$ cat config.mk
export PLATFORM = sky130hd
export DESIGN_NAME = bht_update_ctrl
export DESIGN_NICKNAME = d
export VERILOG_FILES = /design/src/rtl/bht_update_ctrl.sv
export SDC_FILE = /design/constraint.sdc
export NUM_CORES = 1
export LEC_CHECK = 0
export ABC_CLOCK_PERIOD_IN_PS = 2700
export CORE_MARGIN = 1
export CORE_UTILIZATION = 40
export DETAILED_ROUTE_END_ITERATION = 16
export PLACE_DENSITY = 0.7
export RECOVER_POWER = 100
export SYNTH_ARGS = -nofsm -noshare
export SYNTH_HDL_FRONTEND = slang
export SYNTH_SLANG_ARGS = --single-unit
$ cat constraint.sdc
create_clock -name clk -period 2.7 [get_ports clk]
set_input_delay 0.405 -clock clk [delete_from_list [all_inputs] [get_ports clk]]
set_output_delay 0.405 -clock clk [all_outputs]
set_load 0.02 [all_outputs]
$ cat src/rtl/bht_update_ctrl.sv
// bht_update_ctrl
//   Front end for the branch history table's single update port. Resolved
//   branch updates from EX are buffered in a small FIFO and issued one per
//   cycle. A table-clear sweep reuses the same port: it drives not-taken
//   updates to every index, MAX_VAL times over, so that every saturating
//   counter ends at 0.
// Ports:
//   clk, rst_n             clock, synchronous active-low reset
//   req_valid/req_ready    resolved-branch handshake (req_pc, req_taken)
//   clear_req              pulse: start or restart a table-clear sweep
//   clear_busy/clear_done  sweep in progress / pulse on last sweep cycle
//   bht_update/bht_pc/bht_br  table update port
//   fifo_count             current FIFO occupancy
module bht_update_ctrl #(
  parameter int unsigned SET_LEN   = 12,
  parameter int unsigned BITS      = 2,
  parameter int unsigned DEPTH_LOG = 2
) (
  input  logic                 clk,
  input  logic                 rst_n,
  input  logic                 req_valid,
  input  logic [31:0]          req_pc,
  input  logic                 req_taken,
  output logic                 req_ready,
  input  logic                 clear_req,
  output logic                 clear_busy,
  output logic                 clear_done,
  output logic                 bht_update,
  output logic [31:0]          bht_pc,
  output logic                 bht_br,
  output logic [DEPTH_LOG:0]   fifo_count
);

  localparam int unsigned DEPTH   = 1 << DEPTH_LOG;
  localparam int unsigned MAX_VAL = (1 << BITS) - 1;
  localparam int unsigned PASS_W  = $clog2(MAX_VAL + 1);

  typedef enum logic {RUN, CLEAR} state_t;

  state_t                 state, state_nxt;
  logic [31:0]            pc_mem [DEPTH];
  logic                   tk_mem [DEPTH];
  logic [DEPTH_LOG-1:0]   wr_ptr, rd_ptr;
  logic [DEPTH_LOG:0]     count;
  logic [SET_LEN-1:0]     idx;
  logic [PASS_W-1:0]      pass;
  logic                   empty, full, push, pop, last;

  assign empty      = (count == '0);
  assign full       = (count == (DEPTH_LOG+1)'(DEPTH));
  // Readiness depends only on occupancy; a pop in the same cycle does not
  // free a slot early.
  assign req_ready  = !full;
  assign push       = req_valid && !full;
  assign fifo_count = count;
  assign clear_busy = (state == CLEAR);
  assign last       = (state == CLEAR) && (idx == '1) &&
                      (pass == PASS_W'(MAX_VAL - 1));

  always_comb begin
    state_nxt  = state;
    bht_update = 1'b0;
    bht_pc     = '0;
    bht_br     = 1'b0;
    pop        = 1'b0;
    clear_done = 1'b0;
    case (state)
      RUN: begin
        if (!empty) begin
          bht_update = 1'b1;
          bht_pc     = pc_mem[rd_ptr];
          bht_br     = tk_mem[rd_ptr];
          pop        = 1'b1;
        end
        if (clear_req) state_nxt = CLEAR;
      end
      CLEAR: begin
        bht_update = 1'b1;
        bht_pc     = {{(32-SET_LEN){1'b0}}, idx};
        // A restart on the final cycle wins over completion.
        if (clear_req) begin
          state_nxt = CLEAR;
        end else if (last) begin
          clear_done = 1'b1;
          state_nxt  = RUN;
        end
      end
      default: state_nxt = RUN;
    endcase
  end

  always_ff @(posedge clk) begin
    if (push) begin
      pc_mem[wr_ptr] <= req_pc;
      tk_mem[wr_ptr] <= req_taken;
    end
  end

  always_ff @(posedge clk) begin
    if (!rst_n) begin
      state  <= RUN;
      wr_ptr <= '0;
      rd_ptr <= '0;
      count  <= '0;
      idx    <= '0;
      pass   <= '0;
    end else begin
      state <= state_nxt;
      if (push) wr_ptr <= wr_ptr + DEPTH_LOG'(1);
      // Flush drops everything before the clear; a same-cycle push lands at
      // the old write pointer, which becomes the new head.
      if (clear_req) begin
        rd_ptr <= wr_ptr;
        count  <= push ? (DEPTH_LOG+1)'(1) : '0;
      end else begin
        if (pop) rd_ptr <= rd_ptr + DEPTH_LOG'(1);
        count <= count + (DEPTH_LOG+1)'(push) - (DEPTH_LOG+1)'(pop);
      end
      if (clear_req || last) begin
        idx  <= '0;
        pass <= '0;
      end else if (state == CLEAR) begin
        idx <= idx + SET_LEN'(1);
        if (idx == '1) pass <= pass + PASS_W'(1);
      end
    end
  end

endmodule

==> results.cfg <==
[logic_synthesis]
yosys.area.top_type = edfxtp_1
postSynth.asyncResetShare = 0
syn-instance-count = 332
synth_area_um2 = 6196
synthFlopType = edfxtp_1
synth_cell_types = 37
yosysWarnings = 0
avgSynthCellArea_um2 = 18.66
syn_nets = 378
yosysSeqAreaShare = 0.7173
synth_area_leaders = edfxtp_1 64%, mux4_2 12%, dfxtp_1 7.8%, and2_1 2.3%, a22o_1 1.7%
synth_edf_count = 132
yosys.area.top_type_share = 0.6397
ys_ff_latch = 156

[worst_setup_path]
worst_path_largest_cell_delay_ns = 0.54
cp_data_arrival_time_ns = 2.21
crit_fanout = 17
worstSetupEndpointType = primary output
critical_path_required_ns = 2.30
crit_path_start_kind = register
slowest_stage = clkdlybuf4s50_1
crit_type = register to primary output
path_cells = buf_12, mux4_2, and2_1, clkdlybuf4s50_1

[power]
power.switching_mw = 1.491
power.density_nw_per_um2 = 824.0
sw_frac_of_total = 0.2342
p_leak_nw = 2.672
worst_ir_drop_vdd_mv = 0.4495
p_seq_frac = 0.448
pwr-share-comb = 0.157
intPower_mw = 4.875
clkPwrFrac = 0.395

[die]
die_h_um = 126.5
start_util = 0.4091
pin_count = 77
die_width_um = 126.5
die-area_um2 = 15990
core_area_um2 = 15150
rows = 45

[detailed_routing]
drc = 0
vias = 3205
post_drt_wl_per_cell_um = 18.50
drt-vias-per-instance = 5.161
drt_iter0_drc = 183
drt_pre_antenna_iters = 4
routed_wirelength_um = 11490
ant_nets = 0

[timing]
rsz0062_at_grt = false
setup_viol = 0
drv_slew = 0
layout_min_cycle_time_ns = 2.617
setup_tns_ns = 0
clock.fmax_ghz = 0.3821
final_hold_viol_count = 0
period_share = 0.9693
clock-skew-final_ns = 0.008361
max_slew_margin = 0.2895
worstMarginPinSlew_ns = 1.066

[layout]
num-nets-final = 467
multi_input_area_um2 = 1607
syn2layout_area_growth_pct = 24.70
layout_common_cells = 132 x edfxtp_1, 38 x dlygate4sd3_1, 33 x mux4_2, 22 x dfxtp_1, 17 x clkbuf_16
seqCellArea_um2 = 4447
final_common_cell = edfxtp_1
num-fill-cells = 1249
design_area_um2 = 7726
antenna_cells = 0
drive_above_1_share = 0.1917

[grt]
met1_usage = 0.1866
use_met2 = 0.2626
first_global_vias = 3441
antenna_found_initial = 0
grt_max_degree = 34
grt_use_met3 = 0.05188
grt_pass1_wl_um = 18260
overflow = 0
grtUsageTotal = 0.1568
grt_most_used_layer = met2

[clock_network]
cts_buffer_depth = 2
cts.hold.buffers_added = 0
clkSlewWorstSetupHoldPaths_ns = 0.06
worstSkewPairLatency_ns = 0.42
cts_max_level = 4
cts_buffers = 17
root_buffer = clkbuf_16
postCtsSetupRepairBufs = 0
cts_tree = built
cts.sinks = 156

[placement]
portBuffers = 76
placed_area_um2 = 7238
dp_hpwl_um = 7090
gp_congestion = 0.7724

[run]
cap_violations = 0

[status]
status = complete, no violations

[hold_path]
hold_class = register to register
## routing by layer
layer | vias to the layer above | routed length, µm
li1 | 1475 | -
met1 | 1652 | 4948
met2 | 66 | 5904
met3 | 12 | 483
met4 | 0 | 149
met5 | - | 0
## worst paths after layout
| check | startpoint | end | slack [ns] | depth (start not counted) |
|---|---|---|---|---|
| min | pass[1] | pass[1] | 0.48 | 2 |
| max reg2reg | fifo_count[2] | fifo_count[2] | 0.17 | 11 |
| max | register | bht_pc[12] | 0.08 | 4 |
| min reg2reg | pass[1] | pass[1] | 0.48 | 2 |
## state kept, by name, indices dropped and copies added (netlist names), named ones only
register / count
pc_mem: 128
tk_mem: 4
wr_ptr: 2
fifo_count: 3
rd_ptr: 2
pass: 2
clear_busy: 1
idx: 12
## cell type report
type / count / area share
flip-flops and latches: 156 / 0.5755
multi-input cells: 152 / 0.2079
repair buffers: 87 / 0.1015
clock buffers: 18 / 0.05555
well taps: 188 / 0.03045
clock inverters: 13 / 0.02559
inverters: 7 / 0.003401
## logic make-up (layout without fill, tap and decap cells)
group | after synthesis | count (layout) | share of synthesized area
compound gates | 20 | 20 | 0.02383
xor+xnor | 15 | 15 | 0.02120
fa+ha+maj | 9 | 9 | 0.01939
buf+inv | 24 | 125 | 0.02342
flops | 156 | 156 | 0.7173
mux | 36 | 36 | 0.1248
simple gates | 72 | 72 | 0.07007
## cells in the mapped netlist, types with 2 or more instances
| library cell | n |
|---|---|
| edfxtp_1 | 132 |
| mux4_2 | 33 |
| dfxtp_1 | 24 |
| and2_1 | 23 |
| nor2_1 | 15 |
| a22o_1 | 12 |
| ha_1 | 8 |
| xor2_1 | 8 |
| inv_1 | 7 |
| xnor2_1 | 7 |
| buf_2 | 5 |
| buf_6 | 5 |
| a21oi_1 | 4 |
| and3_2 | 4 |
| clkbuf_1 | 4 |
| nand2_1 | 4 |
| nand3_1 | 4 |
| buf_4 | 3 |
| mux2i_1 | 3 |
| nand4_1 | 3 |
| nor2b_1 | 3 |
| o21ai_0 | 3 |
| and3_1 | 2 |
| and4_1 | 2 |
| nand3_2 | 2 |
## per-stage QoR
stage / power, mW / cells / hold slack, ns / setup WS [ns] / util
2_1_floorplan: 3.525 / 332 / 0.4391 / 0.1683 / -
5_1_grt: 6.614 / 621 / 0.5062 / 0.002419 / 0.5101
4_1_cts: 6.533 / 621 / 0.4808 / 0.003840 / 0.5190
3_5_place_dp: 4.017 / 590 / 0.4722 / 0.1192 / 0.4779
6_report: 6.366 / 621 / 0.4770 / 0.08299 / 0.5101
3_3_place_gp: 3.997 / 590 / 0.4452 / 0.2229 / 0.4779
## power groups by stage
stage / Combinational (mW) / Clock (mW) / Sequential [mW]
2_1_floorplan: 0.634 / 0 / 2.89
3_3_place_gp: 1.11 / 0 / 2.89
3_5_place_dp: 1.12 / 0 / 2.90
4_1_cts: 1.11 / 2.57 / 2.85
5_1_grt: 1.08 / 2.67 / 2.87
6_report: 0.997 / 2.52 / 2.85
## worst max-delay path, delay by kind of cell (launching register included)
kind | cells | cell delay (ns)
flip-flops | 1 | 0.37
AND/OR/NAND/NOR | 1 | 0.17
buffers and inverters | 2 | 0.74
multiplexers | 1 | 0.51
## timing repair
action                                  in CTS  in global routing
gates resized for setup                     10                 14
endpoints found under the setup margin      34                 14
pin swaps                                    0                  0
Note: power is estimated with default switching activity, not from simulation.
